--- config.mk ---
export PLATFORM = sky130hd
export DESIGN_NAME = ntt_poly_loader_flat
export DESIGN_NICKNAME = d
export VERILOG_FILES = /design/src/rtl/ntt_poly_loader_if.sv /design/src/rtl/ntt_poly_loader.sv /design/src/flat_wrapper.sv
export SDC_FILE = /design/constraint.sdc
export NUM_CORES = 1
export LEC_CHECK = 0
export ABC_CLOCK_PERIOD_IN_PS = 2500
export CORE_AREA = 8 8 72 74
export CTS_CLUSTER_SIZE = 14
export DETAILED_ROUTE_END_ITERATION = 7
export DIE_AREA = 0 0 80 82
export GPL_ROUTABILITY_DRIVEN = 0
export GPL_TIMING_DRIVEN = 0
export PLACE_DENSITY_LB_ADDON = 0.12
export SETUP_SLACK_MARGIN = 0.2
export SLEW_MARGIN = 10
export SYNTH_ARGS = -nofsm -noshare
export SYNTH_HDL_FRONTEND = slang
export SYNTH_SLANG_ARGS = --single-unit
export TNS_END_PERCENT = 10
--- constraint.sdc ---
create_clock -name clk -period 2.5 [get_ports clk]
set_input_delay 0.25 -clock clk [delete_from_list [all_inputs] [get_ports clk]]
set_output_delay 0.25 -clock clk [all_outputs]
set_load 0.02 [all_outputs]
--- src/rtl/ntt_poly_loader_if.sv ---
// ---------------------------------------------------------------------------
// ntt_poly_loader_if
// Bundles the stream-in handshake, the bank write port and the status flags
// of the NTT polynomial loader.
//   master : drives start / in_valid / in_data, observes everything else
//   slave  : the loader itself
// Signals:
//   start       one-cycle pulse that begins a load
//   in_valid    in_data is valid
//   in_data     raw coefficient, 0..4095
//   in_ready    loader accepts in_data this cycle
//   bank_wen    one-hot bank write enable
//   bank_addr   row address inside the selected bank
//   bank_wdata  coefficient reduced modulo q
//   busy        load in progress (LOAD or DONE)
//   done        one-cycle completion pulse
//   range_err   sticky: some accepted input was >= q
// ---------------------------------------------------------------------------
interface ntt_poly_loader_if #(
  parameter int DATA_W = 12
);
  logic              start;
  logic              in_valid;
  logic [DATA_W-1:0] in_data;
  logic              in_ready;
  logic [3:0]        bank_wen;
  logic [6:0]        bank_addr;
  logic [DATA_W-1:0] bank_wdata;
  logic              busy;
  logic              done;
  logic              range_err;

  modport master (
    output start, in_valid, in_data,
    input  in_ready, bank_wen, bank_addr, bank_wdata, busy, done, range_err
  );

  modport slave (
    input  start, in_valid, in_data,
    output in_ready, bank_wen, bank_addr, bank_wdata, busy, done, range_err
  );
endinterface

--- src/rtl/ntt_poly_loader.sv ---
// ---------------------------------------------------------------------------
// ntt_poly_loader
// Upstream feeder for the 512-point NTT core. Accepts a 512-coefficient
// stream, reduces each coefficient modulo q = 3329 and writes it into one of
// four 128-row data banks using the core's conflict-free placement:
//   bank = (a[1:0] + a[3:2] + a[5:4] + a[7:6] + a[8]) mod 4,  row = a[8:2]
// Every accept in cycle t produces a registered bank write in cycle t+1.
//
// Optional feature: define LOAD_BITREV_EN to treat the incoming stream as
// bit-reversed (effective index a = 9-bit reversal of the running index).
//
// Ports:
//   clk  rising-edge clock
//   rst  asynchronous active-low reset
//   bus  ntt_poly_loader_if.slave (handshake, bank write port, status)
// ---------------------------------------------------------------------------
module ntt_poly_loader #(
  parameter int N_COEFF = 512,
  parameter int Q_MOD   = 3329,
  parameter int DATA_W  = 12
) (
  input  logic             clk,
  input  logic             rst,
  ntt_poly_loader_if.slave bus
);

  localparam int                IDX_W    = 9;
  localparam int                ROW_W    = 7;
  localparam logic [IDX_W-1:0]  LAST_IDX = IDX_W'(N_COEFF - 1);
  localparam logic [DATA_W-1:0] Q_VAL    = DATA_W'(Q_MOD);

  typedef enum logic [1:0] {
    ST_IDLE = 2'd0,
    ST_LOAD = 2'd1,
    ST_DONE = 2'd2
  } state_e;

  // Effective placement index; reversal wiring only exists when enabled.
  function automatic logic [IDX_W-1:0] eff_index(input logic [IDX_W-1:0] i);
    logic [IDX_W-1:0] a;
`ifdef LOAD_BITREV_EN
    for (int k = 0; k < IDX_W; k++) begin
      a[k] = i[IDX_W-1-k];
    end
`else
    a = i;
`endif
    return a;
  endfunction

  // Sum of base-4 digits mod 4: the 2-bit adder truncation is the mod.
  function automatic logic [3:0] bank_onehot(input logic [IDX_W-1:0] a);
    logic [1:0] b;
    b = a[1:0] + a[3:2] + a[5:4] + a[7:6] + {1'b0, a[8]};
    return 4'b0001 << b;
  endfunction

  // Inputs never exceed 4095 < 2q, so one conditional subtraction reduces fully.
  function automatic logic [DATA_W-1:0] reduce_q(input logic [DATA_W-1:0] d);
    logic [DATA_W-1:0] r;
    if (d >= Q_VAL) begin
      r = d - Q_VAL;
    end else begin
      r = d;
    end
    return r;
  endfunction

  state_e            state_q, state_d;
  logic [IDX_W-1:0]  idx_q, idx_d;
  logic              range_err_q, range_err_d;
  logic [3:0]        wen_q, wen_d;
  logic [ROW_W-1:0]  addr_q, addr_d;
  logic [DATA_W-1:0] wdata_q, wdata_d;

  logic              in_ready_s;
  logic              busy_s;
  logic              done_s;
  logic              accept_s;
  logic [IDX_W-1:0]  eff_s;

  assign accept_s = bus.in_valid & in_ready_s;
  assign eff_s    = eff_index(idx_q);

  // State, index, sticky flag and write-port registers.
  always_ff @(posedge clk or negedge rst) begin
    if (!rst) begin
      state_q     <= ST_IDLE;
      idx_q       <= {IDX_W{1'b0}};
      range_err_q <= 1'b0;
      wen_q       <= 4'b0000;
      addr_q      <= {ROW_W{1'b0}};
      wdata_q     <= {DATA_W{1'b0}};
    end else begin
      state_q     <= state_d;
      idx_q       <= idx_d;
      range_err_q <= range_err_d;
      wen_q       <= wen_d;
      addr_q      <= addr_d;
      wdata_q     <= wdata_d;
    end
  end

  // Next-state logic: FSM transitions, index counter and range flag.
  always_comb begin
    state_d     = state_q;
    idx_d       = idx_q;
    range_err_d = range_err_q;
    case (state_q)
      ST_IDLE: begin
        if (bus.start) begin
          state_d     = ST_LOAD;
          idx_d       = {IDX_W{1'b0}};
          range_err_d = 1'b0;
        end else begin
          state_d = ST_IDLE;
        end
      end
      ST_LOAD: begin
        if (accept_s) begin
          idx_d = idx_q + 9'd1;
          if (bus.in_data >= Q_VAL) begin
            range_err_d = 1'b1;
          end else begin
            range_err_d = range_err_q;
          end
          if (idx_q == LAST_IDX) begin
            state_d = ST_DONE;
          end else begin
            state_d = ST_LOAD;
          end
        end else begin
          state_d = ST_LOAD;
        end
      end
      ST_DONE: begin
        state_d = ST_IDLE;
      end
      default: begin
        state_d = ST_IDLE;
      end
    endcase
  end

  // Write-port next values; enable falls to zero after any non-accept cycle,
  // address and data simply hold.
  always_comb begin
    wen_d   = 4'b0000;
    addr_d  = addr_q;
    wdata_d = wdata_q;
    if (accept_s) begin
      wen_d   = bank_onehot(eff_s);
      addr_d  = eff_s[IDX_W-1:2];
      wdata_d = reduce_q(bus.in_data);
    end else begin
      wen_d = 4'b0000;
    end
  end

  // Output decode from the registered state.
  always_comb begin
    in_ready_s = 1'b0;
    busy_s     = 1'b0;
    done_s     = 1'b0;
    case (state_q)
      ST_IDLE: begin
        in_ready_s = 1'b0;
      end
      ST_LOAD: begin
        in_ready_s = 1'b1;
        busy_s     = 1'b1;
      end
      ST_DONE: begin
        busy_s = 1'b1;
        done_s = 1'b1;
      end
      default: begin
        in_ready_s = 1'b0;
      end
    endcase
  end

  assign bus.in_ready   = in_ready_s;
  assign bus.busy       = busy_s;
  assign bus.done       = done_s;
  assign bus.range_err  = range_err_q;
  assign bus.bank_wen   = wen_q;
  assign bus.bank_addr  = addr_q;
  assign bus.bank_wdata = wdata_q;

endmodule

--- src/flat_wrapper.sv ---
// flat-port wrapper written by rule: the top's interface ports become plain ports
module ntt_poly_loader_flat 
#(
  parameter int N_COEFF = 512,
  parameter int Q_MOD   = 3329,
  parameter int DATA_W  = 12
)
  (clk, rst, bus_start, bus_in_valid, bus_in_data, bus_in_ready, bus_bank_wen, bus_bank_addr, bus_bank_wdata, bus_busy, bus_done, bus_range_err);
  ntt_poly_loader_if #(.DATA_W(DATA_W)) bus_i ();
  input  logic clk;
  input  logic rst;
  input wire logic [$bits(bus_i.start)-1:0] bus_start;
  input wire logic [$bits(bus_i.in_valid)-1:0] bus_in_valid;
  input wire logic [$bits(bus_i.in_data)-1:0] bus_in_data;
  output wire logic [$bits(bus_i.in_ready)-1:0] bus_in_ready;
  output wire logic [$bits(bus_i.bank_wen)-1:0] bus_bank_wen;
  output wire logic [$bits(bus_i.bank_addr)-1:0] bus_bank_addr;
  output wire logic [$bits(bus_i.bank_wdata)-1:0] bus_bank_wdata;
  output wire logic [$bits(bus_i.busy)-1:0] bus_busy;
  output wire logic [$bits(bus_i.done)-1:0] bus_done;
  output wire logic [$bits(bus_i.range_err)-1:0] bus_range_err;
  assign bus_i.start = bus_start;
  assign bus_i.in_valid = bus_in_valid;
  assign bus_i.in_data = bus_in_data;
  assign bus_in_ready = bus_i.in_ready;
  assign bus_bank_wen = bus_i.bank_wen;
  assign bus_bank_addr = bus_i.bank_addr;
  assign bus_bank_wdata = bus_i.bank_wdata;
  assign bus_busy = bus_i.busy;
  assign bus_done = bus_i.done;
  assign bus_range_err = bus_i.range_err;
  ntt_poly_loader #(.N_COEFF(N_COEFF), .Q_MOD(Q_MOD), .DATA_W(DATA_W)) u_core (.clk(clk), .rst(rst), .bus(bus_i));
endmodule
After elaboration in Yosys (flattened, before gate mapping)

Index checks and enable logic that the tools add are counted.
W data, S select, Z words.

Shifts and indexed selects: 1
Bitwise operators: 1
Multiplexer cells: 16
Reduce and logical (&&, ||, !) cells: 5
Magnitude comparators: 1
Equal/unequal tests: 6
Add/sub/neg operators: 6

Operator list:

| kind                     | count |
|---|---|
| $mux W9                  | 2 |
| $pmux W9 S2              | 1 |
| $ge A12 B12 Y1 const B   | 1 |
| $mux W12                 | 1 |
| $sub A12 B12 Y12 const B | 1 |
| $add A9 B1 Y9 const B    | 1 |
| $eq A9 B9 Y1 const B     | 1 |
| $mux W1                  | 7 |
| $add A2 B2 Y2            | 3 |
| $mux W2                  | 2 |
| $mux W4                  | 1 |
| $ne A2 B1 Y1 const B     | 2 |
| $pmux W2 S2              | 1 |
| $reduce_and A4 Y1        | 1 |
| $shl A1 B2 Y4 const A    | 1 |
| $reduce_and A3 Y1        | 1 |
| $add A2 B1 Y2            | 1 |
| $eq A2 B1 Y1 const B     | 1 |
| $eq A2 B2 Y1 const B     | 1 |
| $logic_not A2 Y1         | 1 |
| $ne A2 B2 Y1 const B     | 1 |
| $pmux W1 S2              | 1 |
| $reduce_bool A2 Y1       | 1 |
| $reduce_or A2 Y1         | 1 |
| $and A1 B1 Y1            | 1 |

Input port bits: 16
Logic and storage cells: 42
Output and inout bits: 27
Register bits after elaboration: 35

Logic depth before layout (Yosys ltp)

Word-level depth: 6
Mapped depth: 8

Worst setup path before layout

Ideal clock, no wire load.

Kind: reg2reg
Start: reg u_core.idx_q[0], in the netlist u_core.eff_s[0]
End: reg u_core.wen_q[1], in the netlist u_core.bus.bank_wen[1]
Buffers on the path: 0
Data arrival time: 1.999 ns
Setup time: 0.133 ns
Clock period less this slack: 2.132 ns
Cell stages (with the launch flop): 8
Path slack: 0.368 ns
Cells stage by stage: dfrtp_1 fa_1 inv_1 fa_1 xnor2_1 xnor2_1 xor2_1 nor3_1

Word-level cells in the longest chain between the ends: 6

Ends and longest elaborated chain:

| what                       | RTL line               | text |
|---|---|---|
| start: declaration         | ntt_poly_loader.sv:70  | `logic [IDX_W-1:0] idx_q, idx_d;` |
| start signal: assignment   | ntt_poly_loader.sv:89  | `idx_q <= {IDX_W{1'b0}};` |
| start signal: assignment   | ntt_poly_loader.sv:96  | `idx_q <= idx_d;` |
| $add A2 B2 Y2 (3 in a row) | ntt_poly_loader.sv:54  | `b = a[1:0] + a[3:2] + a[5:4] + a[7:6] + {1'b0, a[8]};` |
| $add A2 B1 Y2              | ntt_poly_loader.sv:54  |  |
| $shl A1 B2 Y4              | ntt_poly_loader.sv:55  | `return 4'b0001 << b;` |
| $mux W4                    | ntt_poly_loader.sv:151 | `if (accept_s) begin` |
| via u_core.wen_d[1]        | ntt_poly_loader.sv:72  | `logic [3:0] wen_q, wen_d;` |
| end signal: assignment     | ntt_poly_loader.sv:98  | `wen_q <= wen_d;` |
| end: declaration           | ntt_poly_loader.sv:72  |  |

The timed path passes the listed nets, and every way through them passes these cells.
A chain may end at the register's enable or synchronous reset.

Worst setup path after layout

Same ends and word-level chain as after synthesis.

==> flow_summary.toml <==
[status]
outcome = "complete, no violations"

[detailed_routing]
drcViolationCount = 0
drt_first_pass_iters = 4
num_vias = 1564
drt_iter0_markers = 66
wirelength_um = 4237
postRouteAntennaNets = 0
wl_per_cell_um = 14.17
via_per_inst = 5.231

[logic_synthesis]
ys_top_cells_by_area = "dfrtp_1 (45%), ha_1 (4.5%), xor2_1 (4.5%)"
synthAdderAreaFrac = 0.06598
synth_xor_area_frac = 0.08603
avgSynthCellArea_um2 = 9.720
syn_nets = 224
synth_area_um2 = 1934
synth_top_family_by_area = "simple AND/OR/NAND/NOR gates"
synthMuxAreaShare = 0.03428
synth_top_area_cell = "dfrtp_1"
synth_compound_area_frac = 0.1410
yosys.area_share.simple = 0.1831
syn_inst = 199
synth.ff_latch_count = 35
yosysUniqueCellTypes = 34
synth_top_area_share = 0.4528
ys_seq_area_frac = 0.4528
synth_warnings = 0

[placement]
place_area_um2 = 2415
placement.io_buffers = 42
hpwl_um = 3338
dp.cells = 293

[die]
fp.coreArea_um2 = 4144
fp-row-count = 24
initial_utilization = 0.4668
dieArea_um2 = 6560
ios = 43
fp.dieW_um = 80
die_y_um = 82

[global_route]
grt-ovfl-total = 0
grt_use_total = 0.1348
grt_max_degree = 36
grt_pass1_vias = 1567
antenna_found_initial = 0
grt_pass1_wl_um = 6989

[clock_network]
clock_latency_ns = 0.29
post_cts_buffers = 0
cts_tree = "done"
cts_sinks = 35
cts_made_buffers = 5
cts_max_path_buffers = 2
path_clk_slew_ns = 0.07
root_buffer = "clkbuf_8"
cts_htree_levels = 2

[final_layout]
layout_common_cells = "clkdlybuf4s50_1 (41), dfrtp_1 (33), nand2_1 (21)"
diodes = 0
final_common_cell = "clkdlybuf4s50_1"
stdcell_count = 299
multiInputGateArea_um2 = 1002
drive_gt1_frac = 0.1053
nNetsFinal = 273
fillCellCount = 375
final_util = 0.6054
seqCellArea_um2 = 878.3
final_area_um2 = 2509
syn2layout_area_growth_pct = 29.69

[sta]
setup_viol = 0
fin_tns_setup_ns = 0
min_period_ns = 2.196
period_share = 0.8784
slew_violations = 0
finalHoldViolations = 0
worstMarginPinSlew_ns = 0.7537
skew_ns = 0.01033
rsz0062_at_grt = "no"
slew-limit-headroom = 0.4975
fmax_mhz = 455.4

[worst_setup_path]
cp_data_required_time_ns = 2.66
startpoint_type = "flip-flop"
crit_type = "reg -> reg"
slowest_stage = "fa_1"
crit_path_cell_trace = "fa_1 > inv_1 > fa_1 > xnor2_2 > xnor2_2 > xor2_1 > nor3_1"
worst-path-max-fanout = 6
cp-end-kind = "flip-flop"
crit_arrival_ns = 2.35
cp_slowest_stage_delay_ns = 0.55

[power_and_ir_drop]
finalPower_mw = 2.159
leakage_nw = 1.070
pwr_density_cell_nw_per_um2 = 860.7
ir_drop_uv = 326.0

[run]
cap_violations = 0

[min_path]
hold_class = "in -> async"
[worst paths after layout]
path                                                 startpoint                                   end  slack [ns]  depth (start not counted)
min reg2reg                u_core.bus.bank_wdata[0]$_DFFE_PN0P_  u_core.bus.bank_wdata[0]$_DFFE_PN0P_        0.48                          2
max                                 u_core.eff_s[0]$_DFFE_PN0P_      u_core.bus.bank_wen[1]$_DFF_PN0_        0.30                          7
max in group asynchronous                                   rst           u_core.eff_s[0]$_DFFE_PN0P_        1.95                          1
min                                                         rst      u_core.bus.bank_wen[3]$_DFF_PN0_        0.03                          1
min in group clk           u_core.bus.bank_wdata[0]$_DFFE_PN0P_  u_core.bus.bank_wdata[0]$_DFFE_PN0P_        0.48                          2
max reg2reg                         u_core.eff_s[0]$_DFFE_PN0P_      u_core.bus.bank_wen[1]$_DFF_PN0_        0.30                          7
[kinds of logic (layout without fill, tap and decap cells)]
group           after synthesis  in the layout
simple gates                 67             67
compound gates               44             44
flops                        35             35
xor+xnor                     19             19
buf+inv                      19             67
fa+ha+maj                     9              9
mux                           6              6
[metrics by stage]
step / worst slack [ns] / hold slack, ns
after global placement: 0.2497 / 0.4752
after CTS: 0.2307 / 0.05976
after global routing: 0.2072 / 0.09712
after floorplan: 0.3683 / -0.04559
after detailed placement: 0.2378 / 0.3729
final: 0.3039 / 0.02705
[power by group]
group | switching (mW) | internal [mW] | leakage [nW]
Clock | 0.194 | 0.185 | 0.0361
Combinational | 0.483 | 0.470 | 0.602
Sequential | 0.123 | 0.704 | 0.431
Total | 0.801 | 1.36 | 1.07
[routing by layer]
metal | up-vias | track usage | routed length, um
met5 | - | 0 | 0
met2 | 31 | 0.2433 | 2224
met3 | 5 | 0.03282 | 173
met4 | 0 | 0.04909 | 46
li1 | 781 | - | -
met1 | 747 | 0.1505 | 1793
[cells in the mapped netlist, drive strengths merged]
| cell | instances |
|---|---|
| nand4 | 3 |
| nor3 | 4 |
| o21ai | 25 |
| or3 | 1 |
| dfrtp | 35 |
| clkbuf | 5 |
| xnor2 | 9 |
| nor2b | 2 |
| xor2 | 10 |
| mux2i | 1 |
| nor3b | 1 |
| fa | 2 |
| and3 | 5 |
| or4 | 2 |
| o311ai | 1 |
| nor2 | 13 |
| and2 | 1 |
| nor4 | 3 |
| mux2 | 5 |
| a2111oi | 1 |
| o211ai | 2 |
| inv | 14 |
| a31oi | 1 |
| a21oi | 11 |
| a22oi | 2 |
| ha | 7 |
| nand3 | 10 |
| a221o | 1 |
| nand2 | 22 |
[sequential cells by signal, summed over array words and instances, names as in the netlist]
name and cells:
u_core.bus.bank_wdata 12, u_core.state_q 2, u_core.bus.bank_wen 4, u_core.bus.bank_addr 7
u_core.eff_s 9, u_core.bus.range_err 1
[layout make-up]
type / instances / share of cell area
timing repair buffer: 42 / 0.1656
multi-input combinational: 145 / 0.3995
tap: 52 / 0.02594
sequential: 35 / 0.3501
inverter: 14 / 0.02095
clock buffer: 5 / 0.02743
buffer: 5 / 0.007481
clock inverter: 1 / 0.002993
[timing repair]
action	in CTS	in global routing
gates resized for setup	0	4
endpoints found under the setup margin	0	4
hold buffers	0	0
[critical path: cells and delay by family (launching register included)]
family / cells / cell delay (ns)
adders and majority gates: 2 / 0.95
xor gates and xnor gates: 3 / 0.55
DFF: 1 / 0.46
buffers and inverters: 1 / 0.06
and+or+nand+nor: 1 / 0.06
No activity file was read; power rests on OpenSTA's default activity.
